$ cat src/rtl/jk_pkg.sv
// Shared types, excitation codes and the per-bit JK excitation function
// used by the JK excitation controller.
package jk_pkg;

    typedef enum logic [2:0] {
        ST_IDLE,
        ST_APPLY,
        ST_VERIFY,
        ST_DONE,
        ST_ERR
    } jk_ctrl_state_t;

    localparam logic [1:0] JK_HOLD   = 2'b00;
    localparam logic [1:0] JK_RESET  = 2'b01;
    localparam logic [1:0] JK_SET    = 2'b10;
    localparam logic [1:0] JK_TOGGLE = 2'b11;

    // Returns {J,K} that moves a flop from q to t in one clock.
    function automatic logic [1:0] jk_excite(input logic q, input logic t,
                                             input logic toggle_pref);
        if (q == t)
            return JK_HOLD;
        else if (toggle_pref)
            return JK_TOGGLE;
        else if (t)
            return JK_SET;
        else
            return JK_RESET;
    endfunction

endpackage

$ cat src/rtl/jk_excitation_ctrl_if.sv
// Request/status bundle between register-programming logic and the
// JK excitation controller.
interface jk_excitation_ctrl_if #(
    parameter int WIDTH = 8
);
    logic             req_valid;
    logic             req_ready;
    logic [WIDTH-1:0] req_target;
    logic [WIDTH-1:0] req_mask;
    logic             busy;
    logic             done;
    logic             err;
    logic [WIDTH-1:0] err_bits;

    modport master (
        output req_valid, req_target, req_mask,
        input  req_ready, busy, done, err, err_bits
    );

    modport slave (
        input  req_valid, req_target, req_mask,
        output req_ready, busy, done, err, err_bits
    );
endinterface

$ cat src/rtl/jk_excite_bit.sv
// Combinational JK excitation encoder for one flop; unmasked bits hold.
module jk_excite_bit
    import jk_pkg::*;
#(
    parameter bit TOGGLE_PREF = 1'b0
) (
    input  logic q,
    input  logic t,
    input  logic m,
    output logic j,
    output logic k
);
    assign {j, k} = m ? jk_excite(q, t, TOGGLE_PREF) : JK_HOLD;
endmodule

$ cat src/rtl/jk_excitation_ctrl.sv
// Drives a JK flop bank toward a requested pattern, verifies the read-back
// and retries a bounded number of times before flagging the stuck bits.
//
//   state     | meaning
//   ----------+----------------------------------------------------------
//   ST_IDLE   | ready for a request; j/k idle at 0
//   ST_APPLY  | j/k driven for exactly one clock, bank samples at the end
//   ST_VERIFY | compare q_fb against target under mask; retry or finish
//   ST_DONE   | one-cycle done pulse
//   ST_ERR    | one-cycle err pulse, err_bits holds the failing bits
module jk_excitation_ctrl
    import jk_pkg::*;
#(
    parameter int WIDTH       = 8,
    parameter int MAX_RETRY   = 2,
    parameter bit TOGGLE_PREF = 1'b0
) (
    input  logic                  clk,
    input  logic                  rst_n,
    jk_excitation_ctrl_if.slave   req,
    input  logic [WIDTH-1:0]      q_fb,
    output logic [WIDTH-1:0]      j_out,
    output logic [WIDTH-1:0]      k_out
);
    localparam int RW = (MAX_RETRY > 0) ? $clog2(MAX_RETRY + 1) : 1;
    localparam logic [RW-1:0] RETRY_INIT = RW'(MAX_RETRY);

    jk_ctrl_state_t   state, state_nxt;
    logic [WIDTH-1:0] target_r, mask_r, err_bits_r;
    logic [WIDTH-1:0] j_r, k_r;
    logic [RW-1:0]    retry_left;

    logic [WIDTH-1:0] exc_target, exc_mask, j_exc, k_exc, mism;
    logic             accept, load_jk, retry, fail;

    // In IDLE the excitation is computed from the incoming request so it
    // can be registered on the accept edge.
    assign exc_target = (state == ST_IDLE) ? req.req_target : target_r;
    assign exc_mask   = (state == ST_IDLE) ? req.req_mask   : mask_r;
    assign mism       = (q_fb ^ target_r) & mask_r;

    for (genvar i = 0; i < WIDTH; i++) begin : g_bit
        jk_excite_bit #(.TOGGLE_PREF(TOGGLE_PREF)) u_bit (
            .q (q_fb[i]),
            .t (exc_target[i]),
            .m (exc_mask[i]),
            .j (j_exc[i]),
            .k (k_exc[i])
        );
    end

    always_comb begin
        state_nxt = state;
        accept    = 1'b0;
        load_jk   = 1'b0;
        retry     = 1'b0;
        fail      = 1'b0;
        case (state)
            ST_IDLE: begin
                if (req.req_valid) begin
                    accept    = 1'b1;
                    load_jk   = 1'b1;
                    state_nxt = ST_APPLY;
                end
            end
            ST_APPLY:  state_nxt = ST_VERIFY;
            ST_VERIFY: begin
                if (mism == '0) begin
                    state_nxt = ST_DONE;
                end else if (retry_left != '0) begin
                    retry     = 1'b1;
                    load_jk   = 1'b1;
                    state_nxt = ST_APPLY;
                end else begin
                    fail      = 1'b1;
                    state_nxt = ST_ERR;
                end
            end
            ST_DONE:   state_nxt = ST_IDLE;
            ST_ERR:    state_nxt = ST_IDLE;
            default:   state_nxt = ST_IDLE;
        endcase
    end

    always_ff @(posedge clk or negedge rst_n) begin
        if (!rst_n) begin
            state      <= ST_IDLE;
            target_r   <= '0;
            mask_r     <= '0;
            err_bits_r <= '0;
            j_r        <= '0;
            k_r        <= '0;
            retry_left <= '0;
        end else begin
            state <= state_nxt;
            j_r   <= load_jk ? j_exc : '0;
            k_r   <= load_jk ? k_exc : '0;
            if (accept) begin
                target_r   <= req.req_target;
                mask_r     <= req.req_mask;
                retry_left <= RETRY_INIT;
                err_bits_r <= '0;
            end
            if (retry)
                retry_left <= retry_left - RW'(1);
            if (fail)
                err_bits_r <= mism;
        end
    end

    assign req.req_ready = (state == ST_IDLE);
    assign req.busy      = (state != ST_IDLE);
    assign req.done      = (state == ST_DONE);
    assign req.err       = (state == ST_ERR);
    assign req.err_bits  = err_bits_r;
    assign j_out         = j_r;
    assign k_out         = k_r;

endmodule

$ cat src/flat_wrapper.sv
// flat-port wrapper written by rule: the top's interface ports become plain ports
module jk_excitation_ctrl_flat import jk_pkg::*;
#(
    parameter int WIDTH       = 8,
    parameter int MAX_RETRY   = 2,
    parameter bit TOGGLE_PREF = 1'b0
)
  (clk, rst_n, q_fb, j_out, k_out, req_req_valid, req_req_target, req_req_mask, req_req_ready, req_busy, req_done, req_err, req_err_bits);
  jk_excitation_ctrl_if #(.WIDTH(WIDTH)) req_i ();
  input  logic clk;
  input  logic rst_n;
  input  logic [WIDTH-1:0] q_fb;
  output logic [WIDTH-1:0] j_out;
  output logic [WIDTH-1:0] k_out;
  input wire logic [$bits(req_i.req_valid)-1:0] req_req_valid;
  input wire logic [$bits(req_i.req_target)-1:0] req_req_target;
  input wire logic [$bits(req_i.req_mask)-1:0] req_req_mask;
  output wire logic [$bits(req_i.req_ready)-1:0] req_req_ready;
  output wire logic [$bits(req_i.busy)-1:0] req_busy;
  output wire logic [$bits(req_i.done)-1:0] req_done;
  output wire logic [$bits(req_i.err)-1:0] req_err;
  output wire logic [$bits(req_i.err_bits)-1:0] req_err_bits;
  assign req_i.req_valid = req_req_valid;
  assign req_i.req_target = req_req_target;
  assign req_i.req_mask = req_req_mask;
  assign req_req_ready = req_i.req_ready;
  assign req_busy = req_i.busy;
  assign req_done = req_i.done;
  assign req_err = req_i.err;
  assign req_err_bits = req_i.err_bits;
  jk_excitation_ctrl #(.WIDTH(WIDTH), .MAX_RETRY(MAX_RETRY), .TOGGLE_PREF(TOGGLE_PREF)) u_core (.clk(clk), .rst_n(rst_n), .req(req_i), .q_fb(q_fb), .j_out(j_out), .k_out(k_out));
endmodule
$ cat config.mk
export PLATFORM = sky130hd
export DESIGN_NAME = jk_excitation_ctrl_flat
export DESIGN_NICKNAME = d
export VERILOG_FILES = /design/src/rtl/jk_pkg.sv /design/src/rtl/jk_excitation_ctrl_if.sv /design/src/rtl/jk_excite_bit.sv /design/src/rtl/jk_excitation_ctrl.sv /design/src/flat_wrapper.sv
export SDC_FILE = /design/constraint.sdc
export NUM_CORES = 1
export LEC_CHECK = 0
export ABC_AREA = 1
export CAP_MARGIN = 5
export CELL_PAD_IN_SITES_DETAIL_PLACEMENT = 1
export CELL_PAD_IN_SITES_GLOBAL_PLACEMENT = 2
export CORE_ASPECT_RATIO = 0.8
export CORE_UTILIZATION = 25
export CTS_CLUSTER_DIAMETER = 50
export DETAILED_ROUTE_END_ITERATION = 8
export PLACE_DENSITY = 0.75
export SETUP_SLACK_MARGIN = 0.1
export SKIP_CTS_REPAIR_TIMING = 1
export SLEW_MARGIN = 5
export SYNTH_ARGS = -nofsm -noshare
export SYNTH_HDL_FRONTEND = slang
export SYNTH_SLANG_ARGS = --single-unit
export TNS_END_PERCENT = 100
$ cat constraint.sdc
create_clock -name clk -period 1.4 [get_ports clk]
set_clock_uncertainty 0.05 [all_clocks]
set_input_delay 0.14 -clock clk [delete_from_list [all_inputs] [get_ports clk]]
set_output_delay 0.14 -clock clk [all_outputs]
set_load 0.05 [all_outputs]
==> summary.txt <==
Power and ir drop
  • Peak supply drop: 1230 uV
  • Power Density: 2270 nW/um^2
  • Pleak: 2.14 nW

Place
  • I/O Buffers: 54
  • Detailed Place HPWL: 4770 um
  • Routability cong.: 0.725
  • Inst Count DP: 478
  • Pre-CTS WS: -0.395 ns

Clock network
  • H-Tree Depth: 2
  • CTS Buf Count: 5
  • Clk sinks: 45
  • Clock Latency Late Sink: 0.28 ns
  • Root Buffer: clkbuf_16
  • CTS Buffer Depth: 2
  • Clock slew at reported path FFs: 0.06 ns
  • CTS tree: built

GRT
  • Pin count of the biggest net entering global routing: 23
  • Vias in the first global route: 2262
  • Gr usage total: 0.145
  • Total grt overflow: 0
  • First-pass GRT wire length: 10600 um
  • Initial antenna violation count: 0

STA
  • RSZ-0062 raised after global routing: yes
  • Final setup margin: -0.108 ns
  • Hold WS: 0.159 ns
  • Finish-stage setup viols: 46
  • Slew Limit Fails: 0
  • Endpoints failing hold: 0
  • Worst-Margin Slew: 0.358 ns
  • Final min period: 1.51 ns
  • Rel. slew slack: 0.761
  • Highest clock rate: 663 MHz
  • Fin crit share: 1.08

Logic synthesis
  • Leading cell types by count after synthesis: nand2_1, dfrtp_1, inv_1
  • Flops & latches, synth: 45
  • Seq/Total Area, Yosys: 0.498
  • Top cells by area, synth: dfrtp_1, nand2_1, nand3_1, inv_1, a21oi_2
  • Most used DFF post-synth: dfrtp_1
  • Dominant cell type by area after synthesis: dfrtp_1
  • Post-Synthesis Cells: 277
  • EDFF count, synth: 0
  • Most frequent cell after synthesis: nand2_1
  • Ys async rst share: 1.00
  • Post-Syn Area: 2260 sq um
  • Post-synthesis cell type count: 21
  • Synth top area share: 0.498
  • Syn_nets: 305
  • Syn_area_per_cell: 8.16 sq um
  • Synth warn: 0

Worst setup path
  • CP startpoint: u_core.state[2]
  • Crit path largest cell delay: 0.45 ns
  • R2r startpoint: u_core.target_r[6]
  • Req. time, crit path: 1.21 ns
  • R2r endpoint: u_core.retry_left[1]
  • Crit path buf inv count: 3
  • CP Class: flip-flop to primary output
  • Worst Setup Start Kind: flip-flop
  • CP Max Fanout: 5
  • Crit. End Element: primary output
  • R2R cell count: 9
  • Register-to-Register Setup Slack: -0.10 ns
  • CP arrival: 1.32 ns
  • Top delay family on crit path: flip-flops
  • CP Cell Sequence: inv_4 -> nand3_4 -> buf_6 -> buf_12
  • Crit path max-delay cell type: dfrtp_2

Routing
  • Starting DRT DRC Count: 51
  • Routed Antenna Nets: 0
  • Vias per cell: 4.57
  • Wire per inst: 16.1 um
  • 1st-pass router iterations: 4
  • Vias after detailed routing: 2326
  • Drt total wl: 8220 um
  • DRC: 0

Cells and area
  • # fillers: 929
  • Reg area: 1130 sq um
  • Core Util, Final: 0.521
  • Area Growth Syn to Fin: 98.9%
  • Area occupied by multi-input gates: 1320 sq um
  • Final cell count without fillers: 509
  • Ant diodes: 0
  • Nets: 424
  • Share of layout cells above drive strength 1: 0.516

Floorplanning
  • Starting Density: 0.262
  • Vert. Die Dim: 87.1 um
  • Die W: 108 um
  • Cell Rows: 30
  • Die area: 9430 sq um
  • Top Ports: 55
  • Placeable Area: 8630 sq um

Run status
  • Failing checks: negative setup slack
  • Status: finished, violations left

Min path
  • Hold path endpoint: u_core.k_out[3]
  • Hold Path Class: primary input to flip-flop
  • Min-delay src: q_fb[3]
  • Hold path depth: 3

Run
  • Max-capacitance violation count: 0
==> how the worst max path moves through the flow <==
| stage | endpoint | cells past startpoint | slack, ns |
|---|---|---|---|
| floorplan | u_core.k_out[4] | 7 | 0.03 |
| global placement | u_core.k_out[0] | 9 | -0.37 |
| detailed placement | u_core.retry_left[1] | 11 | -0.39 |
| CTS | req_err | 4 | -0.19 |
| global route | u_core.retry_left[1] | 9 | -0.20 |
| finish | req_busy | 4 | -0.11 |
==> tightest hold or removal path, delay by kind of cell <==
kind | cells | cell delay, ns
AND/OR/NAND/NOR | 1 | 0.10
buffers and inverters | 1 | 0.17
AO/OA/AOI/OAI | 1 | 0.04
==> per-layer routing <==
| layer | share of wire | global-route usage | vias to the layer above |
|---|---|---|---|
| met5 | 0 | 0 | - |
| met4 | 0.010 | 0.0356 | 0 |
| met3 | 0.029 | 0.0292 | 7 |
| met2 | 0.52 | 0.250 | 39 |
| met1 | 0.44 | 0.188 | 1151 |
| li1 | - | - | 1129 |
==> cells in the final DEF (no fill, tap or decap), types with 2 or more instances in the layout <==
| cell type | synthesis | layout |
|---|---|---|
| nand2_1 | 73 | 53 |
| dfrtp_1 | 45 | 44 |
| buf_4 | 1 | 42 |
| buf_12 | 0 | 36 |
| inv_1 | 34 | 28 |
| clkdlybuf4s50_1 | 0 | 23 |
| o21ai_2 | 0 | 19 |
| a21oi_2 | 10 | 18 |
| nand3_1 | 27 | 16 |
| clkbuf_16 | 0 | 15 |
| nand2_2 | 3 | 13 |
| nand3_2 | 1 | 12 |
| nor2_4 | 1 | 9 |
| nand2_4 | 0 | 9 |
| nor2_1 | 19 | 9 |
| inv_2 | 5 | 8 |
| o21ai_1 | 17 | 5 |
| a21oi_1 | 15 | 5 |
| nand3_4 | 2 | 4 |
| buf_6 | 6 | 4 |
| inv_4 | 1 | 3 |
| nor3_4 | 1 | 3 |
| clkbuf_1 | 0 | 3 |
| nand2_8 | 0 | 2 |
| nor2_2 | 0 | 2 |
| a21oi_4 | 0 | 2 |
| o21ai_0 | 9 | 2 |
| dlymetal6s2s_1 | 0 | 2 |
==> registers in the layout, indices dropped and copies added (netlist names) <==
| register | count |
|---|---|
| u_core.j_out | 8 |
| u_core.k_out | 8 |
| u_core.mask_r | 8 |
| u_core.req.err_bits | 8 |
| u_core.retry_left | 2 |
| u_core.state | 3 |
| u_core.target_r | 8 |
==> kinds of logic (layout without fill, tap and decap cells) <==
kind of cell    after synthesis  after routing  synth area share
compound gates               51             51             0.129
simple gates                129            132             0.257
buf+inv                      51            168             0.110
fa+ha+maj                     1              1           0.00553
flops                        45             45             0.498
==> where the power goes <==
| group | internal [mW] | switching [mW] | total (mW) |
|---|---|---|---|
| registers | 1.73 | 0.370 | 2.10 |
| logic | 3.32 | 3.66 | 6.98 |
| clock network | 0.665 | 0.481 | 1.15 |
==> stage by stage <==
stage	setup TNS (ns)	area (sq um)	total power, mW
2_1_floorplan	0	2290	4.68
3_3_place_gp	-9.61	3580	6.85
3_5_place_dp	-9.83	3580	6.96
4_1_cts	-3.83	3710	8.13
5_1_grt	-5.92	4500	10.8
6_report	-2.73	4500	10.2
==> cell type report <==
cell class	instances	area share
Timing Repair Buffer	119	0.356
Multi-Input combinational cell	184	0.293
Sequential cell	45	0.251
Inverter	40	0.0373
Tap cell	112	0.0312
Clock buffer	8	0.0303
Timing Repair inverter	1	0.00139
Note: power is estimated with default switching activity, not from simulation.
